## config.mk

```make
export PLATFORM = sky130hd
export DESIGN_NAME = cordicpol2cart
export DESIGN_NICKNAME = d
export VERILOG_FILES = /design/src/rtl/cordicpol2cart.sv
export SDC_FILE = /design/constraint.sdc
export NUM_CORES = 1
export LEC_CHECK = 0
export ABC_AREA = 1
export ABC_CLOCK_PERIOD_IN_PS = 2700
export BUFFER_PORTS_ARGS = -buffer_cell sky130_fd_sc_hd__buf_2
export CORE_MARGIN = 2
export CORE_UTILIZATION = 45
export CTS_BUF_LIST = sky130_fd_sc_hd__clkbuf_4
export DETAILED_ROUTE_END_ITERATION = 8
export GPL_TIMING_DRIVEN = 0
export PLACE_DENSITY_LB_ADDON = 0.12
export SYNTH_ARGS = -nofsm -noshare
export SYNTH_HDL_FRONTEND = slang
export SYNTH_SLANG_ARGS = --single-unit
export TNS_END_PERCENT = 10
```

## constraint.sdc

```tcl
create_clock -name clk -period 2.7 [get_ports clk]
set_clock_uncertainty 0.15 [all_clocks]
set_input_delay 0.135 -clock clk [delete_from_list [all_inputs] [get_ports clk]]
set_output_delay 0.135 -clock clk [all_outputs]
set_load 0.01 [all_outputs]
```

## src/rtl/cordicpol2cart.sv

```systemverilog
// Rotation-mode CORDIC polar->Cartesian converter, one micro-rotation per pipeline stage, global stall.
// Define CORDIC_POL2CART_GAIN_COMP_EN to append a gain-compensation multiply stage (latency +1).

module cordicpol2cart_stage #(
  parameter int XW    = 19,
  parameter int ZW    = 12,
  parameter int SHIFT = 0,
  parameter int ATAN  = 0
) (
  input  logic [XW-1:0] i_x,
  input  logic [XW-1:0] i_y,
  input  logic [ZW-1:0] i_z,
  output logic [XW-1:0] o_x,
  output logic [XW-1:0] o_y,
  output logic [ZW-1:0] o_z
);
  logic signed [XW-1:0] w_xs, w_ys;
  logic                 w_pos;

  assign w_xs  = $signed(i_x) >>> SHIFT;
  assign w_ys  = $signed(i_y) >>> SHIFT;
  assign w_pos = ~i_z[ZW-1];

  // Rotate toward z=0: positive residual rotates counter-clockwise.
  assign o_x = w_pos ? i_x - w_ys : i_x + w_ys;
  assign o_y = w_pos ? i_y + w_xs : i_y - w_xs;
  assign o_z = w_pos ? i_z - ZW'(ATAN) : i_z + ZW'(ATAN);
endmodule

module cordicpol2cart #(
  parameter int ITERATIONS = 7,
  parameter int DATA_WIDTH = 16
) (
  input  logic                  clk,
  input  logic                  rst_n,
  input  logic                  in_valid,
  output logic                  in_ready,
  input  logic [DATA_WIDTH:0]   r_in,
  input  logic [ITERATIONS:0]   theta_in,
  output logic                  out_valid,
  input  logic                  out_ready,
  output logic [DATA_WIDTH+2:0] xout,
  output logic [DATA_WIDTH+2:0] yout
);
  localparam int XW = DATA_WIDTH + 3;
  localparam int ZW = ITERATIONS + 5;
  localparam int TW = ITERATIONS + 1;
`ifdef CORDIC_POL2CART_GAIN_COMP_EN
  localparam int STAGES = ITERATIONS + 2;
`else
  localparam int STAGES = ITERATIONS + 1;
`endif

  // atan(2^-i) in z units (full circle = 2^ZW), Taylor series at elaboration.
  function automatic int atan_lsb(input int i);
    real x, t, s, a;
    x = 1.0;
    for (int k = 0; k < i; k++) x = x / 2.0;
    s = 0.0;
    t = x;
    for (int n = 0; n < 60; n++) begin
      if (n % 2 == 0) s = s + t / real'(2 * n + 1);
      else            s = s - t / real'(2 * n + 1);
      t = t * x * x;
    end
    a = (i == 0) ? 0.78539816339744831 : s;
    return $rtoi(a * real'(1 << ZW) / 6.28318530717958648 + 0.5);
  endfunction

  logic                         w_en;
  logic [STAGES-1:0]            r_vld_pipe;
  logic [ITERATIONS:0][XW-1:0]  w_x, w_y, r_x, r_y;
  logic [ITERATIONS:0][ZW-1:0]  w_z, r_z;
  logic [XW-1:0]                w_r, w_x0, w_y0;
  logic [1:0]                   w_q;
  logic                         w_unused;

  assign w_en      = ~out_valid | out_ready;
  assign in_ready  = w_en;
  assign out_valid = r_vld_pipe[STAGES-1];

  // Quadrant pre-rotation leaves a residual angle in [0, 90deg).
  assign w_q = theta_in[TW-1:TW-2];
  assign w_r = {2'b00, r_in};

  always_comb begin
    w_x0 = '0;
    w_y0 = '0;
    case (w_q)
      2'd0:    w_x0 = w_r;
      2'd1:    w_y0 = w_r;
      2'd2:    w_x0 = -w_r;
      default: w_y0 = -w_r;
    endcase
  end

  assign w_x[0] = w_x0;
  assign w_y[0] = w_y0;
  assign w_z[0] = {2'b00, theta_in[TW-3:0], 4'b0000};

  for (genvar k = 1; k <= ITERATIONS; k++) begin : g_stage
    cordicpol2cart_stage #(
      .XW   (XW),
      .ZW   (ZW),
      .SHIFT(k - 1),
      .ATAN (atan_lsb(k - 1))
    ) u_stage (
      .i_x(r_x[k-1]),
      .i_y(r_y[k-1]),
      .i_z(r_z[k-1]),
      .o_x(w_x[k]),
      .o_y(w_y[k]),
      .o_z(w_z[k])
    );
  end

  always_ff @(posedge clk or negedge rst_n) begin
    if (!rst_n) begin
      r_vld_pipe <= '0;
      r_x        <= '0;
      r_y        <= '0;
      r_z        <= '0;
    end else if (w_en) begin
      r_vld_pipe <= {r_vld_pipe[STAGES-2:0], in_valid};
      r_x        <= w_x;
      r_y        <= w_y;
      r_z        <= w_z;
    end
  end

`ifdef CORDIC_POL2CART_GAIN_COMP_EN
  function automatic int gain_c();
    real p, f, k;
    p = 1.0;
    f = 1.0;
    for (int i = 0; i < ITERATIONS; i++) begin
      p = p * (1.0 + f);
      f = f / 4.0;
    end
    k = p;
    for (int n = 0; n < 40; n++) k = 0.5 * (k + p / k);
    return $rtoi(32768.0 / k + 0.5);
  endfunction

  localparam int GC = gain_c();

  logic signed [XW+16:0] w_px, w_py;
  logic [XW-1:0]         r_xo, r_yo;

  // Q15 multiply by 1/K with round-half-up before the shift.
  assign w_px = $signed(r_x[ITERATIONS]) * $signed(17'(GC)) + $signed((XW+17)'(16384));
  assign w_py = $signed(r_y[ITERATIONS]) * $signed(17'(GC)) + $signed((XW+17)'(16384));

  always_ff @(posedge clk or negedge rst_n) begin
    if (!rst_n) begin
      r_xo <= '0;
      r_yo <= '0;
    end else if (w_en) begin
      r_xo <= w_px[XW+14:15];
      r_yo <= w_py[XW+14:15];
    end
  end

  assign xout     = r_xo;
  assign yout     = r_yo;
  assign w_unused = ^{r_z[ITERATIONS], w_px[14:0], w_px[XW+16:XW+15],
                      w_py[14:0], w_py[XW+16:XW+15]};
`else
  assign xout     = r_x[ITERATIONS];
  assign yout     = r_y[ITERATIONS];
  assign w_unused = ^r_z[ITERATIONS];
`endif
endmodule
```

==> results of run 1 <==
final cells by class:
class / count / area [um^2] / share of cell area
multi-input cells: 4039 / 25800 / 0.592
clock inverters: 37 / 267 / 0.00611
inverters: 684 / 2590 / 0.0593
clock buffers: 151 / 1130 / 0.0260
plain buffers: 118 / 714 / 0.0164
flip-flops and latches: 365 / 9180 / 0.210
well taps: 978 / 1220 / 0.0281
repair buffers: 336 / 2690 / 0.0617
diodes: 5 / 12.5 / 0.000287
worst max-delay path by stage:
stage / depth (start not counted) / slack, ns / from / endpoint
final: 19 / -0.25 / r_y[64] / r_x[92]
after global routing: 20 / -0.36 / r_x[121] / yout[17]
after CTS: 18 / -0.19 / r_y[121] / xout[18]
after detailed placement: 12 / -1.06 / r_z[47] / r_x[92]
after global placement: 1 / -6.30 / rst_n / r_x[75]
after floorplan: 18 / 0.005 / r_x[40] / r_y[74]
per-layer routing:
metal | vias up | global-route usage | routed length [um]
li1 | 17900 | - | -
met1 | 17500 | 0.442 | 58400
met2 | 1240 | 0.559 | 62800
met3 | 306 | 0.0431 | 8580
met4 | 2 | 0.138 | 5810
met5 | - | 0 | 16
worst min-delay path, stage by stage:
cell and delay (ns):
sky130_fd_sc_hd__dlygate4sd3_1 0.53, sky130_fd_sc_hd__buf_2 0.15, sky130_fd_sc_hd__inv_1 0.07, sky130_fd_sc_hd__o21ai_1 0.07, sky130_fd_sc_hd__nand2_1 0.07, sky130_fd_sc_hd__o21ai_1 0.07
cell usage in the layout, fill, tap and decap left out, drive strengths merged, types with 2 or more instances in the layout:
master	n
o21bai	59
nor3	54
o221ai	3
bufinv	4
dfrtp	365
or2	18
o22ai	28
dlygate4sd3	80
xnor2	59
clkinv	32
clkbuf	183
and2	5
a21oi	270
diode	5
o211ai	6
a21boi	3
o31ai	17
fa	18
a211oi	3
a31o	3
buf	342
nor2	519
nand3	465
nand3b	32
inv	684
ha	308
o21ai	312
a21o	32
a31oi	42
nand4	52
nand2	1517
a22oi	2
o21a	15
xor2	188
nor4	6
what timing repair did:
action                                  in CTS  in global routing
endpoints found under the setup margin     217                170
hold buffers                                81                  0
cloned                                       0                  0
resized for setup                          555                494
setup buffers                              117                 67
pin swaps                                  192                220
endpoints found under the hold margin      288                  0
stage by stage:
step / cell area (um^2) / utilization / setup WS, ns
after floorplan: 34400 / - / 0.00546
final: 43600 / 0.575 / -0.246
after global routing: 43600 / 0.575 / -0.364
after global placement: 35900 / 0.474 / -6.30
after CTS: 41100 / 0.542 / -0.194
after detailed placement: 36000 / 0.475 / -1.06
flip-flops by register name (all words and copies together) (netlist names):
signal	count
r_x	132
r_vld_pipe	8
r_y	133
xout	19
r_z	54
yout	19
kinds of logic (layout without fill, tap and decap cells):
family                   count (synthesis)  count (layout)
buffers and inverters                  803            1326
flip-flops                             365             365
other                                    0               5
adder cells (fa/ha/maj)                326             326
XOR/XNOR                               247             247
AO/OA/AOI/OAI                          797             797
AND/OR/NAND/NOR                       2669            2669
==> results list, run 1 <==
* Result of the run: finished, violations left
* Violations in the final reports: negative setup slack
- Top cell type's share of synthesized area: 0.266
* Number of DRC markers in iteration 0: 2,712
- The cell count after synthesis came out at 5,207.
- The later pin in the worst-skew pair is clocked with a latency of a little over 0.9 ns.
- WP buf/inv: 3
- Of the total synthesized cell area, the portion taken by XOR and XNOR cells is 0.0632.
* CTS Sinks: around 370
- Across the run, the number of max-cap violations was 0.
- I/O Pins: just under 70
- Setup repair after global routing could not meet its margin everywhere.
- The clock passes through at most 3 buffers.
* Global route overflow: 0
- Depth of the worst hold-timing path: 6
* DIE AREA: approximately 79,000 um^2
- Counting every net in the synthesized netlist gives between 5,000 and 6,000.
- Averaged over all synthesized cells, the footprint is around 6.6 um^2.
* ANT nets after route: 0
- Total count of max-transition violations in the final report: 0
- By area the synthesized netlist is led by sky130_fd_sc_hd__dfrtp_1, sky130_fd_sc_hd__nand2_1, sky130_fd_sc_hd__ha_1, sky130_fd_sc_hd__inv_1, sky130_fd_sc_hd__nand3_1.
- Worst min-delay path startpoint: r_in[15]
- The worst setup path is of the register to register kind.
- Post-route fraction of the period consumed by the critical path: 1.09
- During placement, the flow inserted port buffers numbering slightly below 70.
- The H-tree was split into 3 levels.
- Non-filler instance count after layout: 6,713
- The root buffer cell chosen for the clock tree is sky130_fd_sc_hd__clkbuf_4.
- The path with the worst hold slack has its endpoint at r_y[15].
- Routed wirelength normalized by instance count: about 20 um
- After layout, the minimum clock period comes to 2.95 ns.
* F_max: around 340 MHz
- After clock tree synthesis, the clock-pin slew on the worst setup and hold paths is about 0.06 ns.
- The endpoint identified for the worst register-to-register timing path is r_x[92].
- The via count of the first global-routing pass is around 35,000.
* Maximum net fanout on the critical path: 3
- Post-synthesis adder-cell area fraction: 0.123
- During synthesis, Yosys emitted a total of 0 warnings.
- Worst Hold Slack: 0.106 ns
- Yosys mapped a number of flops with a built-in enable equal to 0.
- The hold violation count in the final report was 0.
- Cell type contributing the most total cell area after synthesis: sky130_fd_sc_hd__dfrtp_1
- Simple-gate area share of the yosys netlist: 0.325
- Flops & latches, synth: ~370
- Floorplan die height: 280 um
* Cell seen most often among critical-path stages: sky130_fd_sc_hd__nand2_1
- Ys flop type: sky130_fd_sc_hd__dfrtp_1
* Maximum number of pins on one net before global-route repair: between 100 and 150
* Total Wirelength: 136 mm
- TritonCTS built the clock tree.
- Family with the most delay on the worst path: simple AND/OR/NAND/NOR gates
- Global-route wire length before repair: roughly 200 mm
- The worst setup path is launched from a register.
- The final route contains approximately 37,000 vias.
- STA classifies the critical path endpoint as a register.
- GRT Resource Usage Total: 0.337
- Row generation in the floorplan step produced between 100 and 150 rows.
* Number of placed instances with taps included: 6,256
- CP Data Required Time: approximately 3.3 ns
- Count of filler cells inserted in the layout: approximately 7,400
* Post-synthesis sequential area ratio: 0.266
* Most frequent cells after synthesis: sky130_fd_sc_hd__nand2_1, sky130_fd_sc_hd__inv_1, sky130_fd_sc_hd__nor2_1, sky130_fd_sc_hd__nand3_1, sky130_fd_sc_hd__dfrtp_1
* Main combinational cell family by area after synthesis: simple AND/OR/NAND/NOR gates
- Core footprint: between 70,000 and 80,000 um^2
- Final critical-path setup slack: -0.246 ns
- Area growth syn-to-layout: 26.9%
* Netlist area before placement: between 30,000 and 40,000 um^2
* Placer Congestion: about 0.96
- Share of layout cells above drive strength 1: 0.237
- Summed over all failing endpoints, the final setup total negative slack is -9.22 ns.
- Initial Util: 0.453
- The largest single stage delay on the critical path is 0.41 ns.
- Dividing the detail-routed via count by the number of cells gives 5.49.
- Once detailed placement completed, the half-perimeter wirelength came to between 100 and 150 mm.
- From left edge to right edge, the die measures roughly 280 um.
* Post-synth cell types: 56
* Final-report setup violation count: ~100
- At the worst endpoint, the arrival time is 3.51 ns.
- Register-to-register setup slack: -0.25 ns
- Final routed DRC violation total: 0
- Buffers inserted during clock tree synthesis total 108.
- The portion of synthesized area spent on multiplexers is 0.
- Slew at the pin closest to its max-slew limit: between 1 and 1.5 ns
- The startpoint identified for the worst register-to-register timing path is r_y[64].
- The first detailed-routing pass took 6 iterations.
* Max-slew headroom at the worst pin: 0.0843
- Proportion of synthesized flip-flops having asynchronous set or reset: 1.00
* Class of the tightest hold or removal check: input port to register
* Post-layout nets: about 6,000
- The signal on the critical path passes through inv_2 -> nand2_4 -> nor2_4 -> nand3_2 -> nor2_2 -> nand3_1 -> nand2_2 -> nand2_1 -> xor2_1 -> ha_1 -> buf_6 -> inv_2 -> o21bai_1 -> a21o_1 -> nor2_2 -> nand2_1 -> nand2_1 -> nand3_2 -> o21ai_1.
- Area fraction in compound gates after synthesis: 0.132
* Slowest cell on the critical path: sky130_fd_sc_hd__dfrtp_1
- sky130_fd_sc_hd__nand2_1 is the most common cell in the netlist.
* Cell count of the worst reg-to-reg path: 19
- Initial antenna violation count: 4
Power of run 1 is left out: the tool's default activity adds up to more than one toggle a clock period on the data nets, which glitch-free logic cannot reach.
==> inputs of run 2 (changes only) <==
Settings changed: MAX_ROUTING_LAYER set to met4, REMOVE_ABC_BUFFERS set to 1, SLEW_MARGIN set to 10.
==> run 2 against run 1 <==
Net effect:
- the flow still finishes with violations (negative setup slack)
- critical path depth decreased by 2
- worst setup slack got worse by 0.0051 ns
- count of clock-buffer cells in the layout decreased by 13
- hold slack got worse by 0.025 ns
- non-clock buffer count decreased by 85
- design area decreased by 1.4%
- core utilization decreased by 0.83 points
- global-route usage decreased by 4.4 points
- via count decreased by 4.1%
- wire length decreased by 16%
==> results list, run 2 (synthesis gave the netlist of run 1 again) <==
- The transition time at the pin with the least slew margin came to 1.31 ns (-0.0680 ns).
* Latest clock arrival within the worst-skew pair: 0.92 ns (about the same)
- Root cell of the clock tree: sky130_fd_sc_hd__clkbuf_4
- The number of placement rows was 101 (unchanged).
- The number of flip-flops under the largest register name came to 133 (unchanged).
- The worst setup path is captured at a register.
- The first-pass GRT wire length came to 179 mm (-12%).
- The global routing stage identified its most utilized layer as met2.
* Routed wirelength normalized by instance count: 17.2 um (-15%)
- CP Data Required Time: 3.32 ns (+0.05 ns)
* Floorplan die height: 280 um (unchanged)
* Width of the die: 280 um (unchanged)
- Period minus WS final: 2.95 ns (+0.00513 ns)
- Area growth syn-to-layout: 25.1%
* DIE AREA: 78,600 um^2 (unchanged)
* TritonCTS clock tree: yes
- Maximum net fanout on the critical path: 4 (+1)
* Class of the tightest hold or removal check: input port to async pin
* TritonRoute pass-1 iters: 7 (+1)
* Maximum number of pins on one net before global-route repair: 98 (-10%)
- Worst Hold Slack: 0.0815 ns (-0.0248 ns)
- The aggregate global routing overflow is 0 (unchanged).
- Launching element type of the critical path: register
- The met3 usage in global routing is 0.0321 (-0.0110).
- Max capacitance violation total: 0 (unchanged)
- Total count of max-transition violations in the final report: 0 (unchanged)
- The sum of negative setup slack was -9.74 ns (-0.518 ns).
- Number of H-tree levels: 3 (unchanged)
* CTS Sinks: 365 (unchanged)
* Final critical-path setup slack: -0.251 ns (-0.00513 ns)
- The flow ran to the end, but the final reports show violations.
- Placer Congestion: 0.951 (-0.47%)
* Max-slew headroom at the worst pin: 0.126 (+0.0421)
- Final-report setup violation count: 93 (-7.9%)
- ANT nets after route: 0 (unchanged)
* Share of layout cells above drive strength 1: 0.216 (-0.0207)
- Final hold viol count: 0 (unchanged)
- The met2 track utilization from global routing was 0.475 (-0.0845).
- The boundary pin count was 69 (unchanged).
* Violations in the final reports: negative setup slack
* Unrepaired setup endpoints after global routing: yes
* Post-layout nets: 5,928 (-1.3%)
* Met1 demand-to-capacity share in global routing: 0.385 (-0.0564)
- Number of DRC markers in iteration 0: 2,346 (-13%)
- Post-DP HPWL: 82.5 mm (-19%)
* Total Wirelength: 114 mm (-16%)
- F_max: 339 MHz (-0.17%)
* GRT Resource Usage Total: 0.293 (-0.0440)
* Commonest non-fill, non-tap cell in the layout: sky130_fd_sc_hd__nand2_1
* Critical path type: register to register
- Port-buffer cells: 68 (unchanged)
- The largest registers in the layout are r_y: 133 flops, r_x: 132 flops, r_z: 54 flops.
- Post-route fraction of the period consumed by the critical path: 1.09 (+0.00190)
* Cts bufs inserted: 107 (-0.93%)
- The via count normalized by instance count came to 5.33 (-3.0%).
* Core footprint: 75,800 um^2 (unchanged)
* Register bank with the most flops: r_y
- The via count of the first global-routing pass was 33,700 (-3.4%).
- Dpl ws: -1.49 ns (-0.431 ns)
- The maximum buffer depth of the clock tree is 3 (unchanged).
- The routed via count came to 35,400 (-4.1%).
- Initial antenna violation count: 2 (-2)
* Top library cells by usage in the layout, fill and taps aside: sky130_fd_sc_hd__nand2_1, sky130_fd_sc_hd__inv_1, sky130_fd_sc_hd__nor2_1
* Register-to-register setup slack: -0.25 ns (about the same)
* Data arrival time of the worst path: 3.57 ns (+0.06 ns)
- Initial Util: 0.453 (unchanged)
- The DRC violation count after routing came to 0 (unchanged).
* Clock-pin slew of the registers on the worst-case setup and hold paths: 0.07 ns (about the same)
==> run 2: critical path, stage by stage, from the launching register on <==
cell and delay [ns]:
sky130_fd_sc_hd__dfrtp_1 0.39, sky130_fd_sc_hd__inv_2 0.11, sky130_fd_sc_hd__ha_2 0.20, sky130_fd_sc_hd__nand3_2 0.12, sky130_fd_sc_hd__nor2_4 0.12, sky130_fd_sc_hd__buf_4 0.13
sky130_fd_sc_hd__a21oi_1 0.08, sky130_fd_sc_hd__a21oi_1 0.17, sky130_fd_sc_hd__xor2_1 0.28, sky130_fd_sc_hd__ha_4 0.28, sky130_fd_sc_hd__nand2_2 0.11, sky130_fd_sc_hd__inv_1 0.07
sky130_fd_sc_hd__a21oi_2 0.17, sky130_fd_sc_hd__nor2_1 0.06, sky130_fd_sc_hd__nor2_1 0.13, sky130_fd_sc_hd__nand3b_1 0.11, sky130_fd_sc_hd__nand3_2 0.11, sky130_fd_sc_hd__nand2_1 0.07
==> run 2: what timing repair did <==
item | in CTS | in global routing
hold buffers | 74 | 0
hold endpoints to repair | 444 | 0
resized for setup | 421 | 491
setup buffers | 134 | 76
endpoints found under the setup margin | 278 | 189
cloned | 9 | 0
pin swaps | 141 | 189
==> run 2: layout make-up <==
type	instances	area (um^2)
fill	7379	32800
multi-input combinational	4040	25300
sequential	365	9200
timing repair buffer	369	3190
inverter	684	2630
tap	978	1220
clock buffer	138	1040
clock inverter	52	325
timing repair inverter	6	45.0
antenna	8	20.0
==> run 2: stage by stage <==
step / utilization / std cells / cell area [um^2]
CTS: 0.534 / 6556 / 40500
floorplan: - / 5088 / 33800
global route: 0.567 / 6640 / 43000
detailed placement: 0.471 / 6150 / 35700
finish: 0.567 / 6640 / 43000
global placement: 0.466 / 6134 / 35300
==> run 2: worst paths after layout <==
| check | to | cells past startpoint | from |
|---|---|---|---|
| worst max-delay path | r_x[74] | 17 | r_y[41] |
| worst min-delay path | xout[16] | 4 | rst_n |
| worst max register to register | r_x[74] | 17 | r_y[41] |
| worst min register to register | r_z[22] | 1 | r_z[9] |
| max in group asynchronous | r_x[62] | 7 | rst_n |
| min in group clk | yout[1] | 6 | out_ready |
==> run 2: layer usage <==
layer  part of all wire  up-vias
li1                   -    17700
met2               0.47      796
met1               0.46    16700
met4              0.030        0
met5                  0        -
met3              0.044      204
Power of run 2 is left out for the same reason.
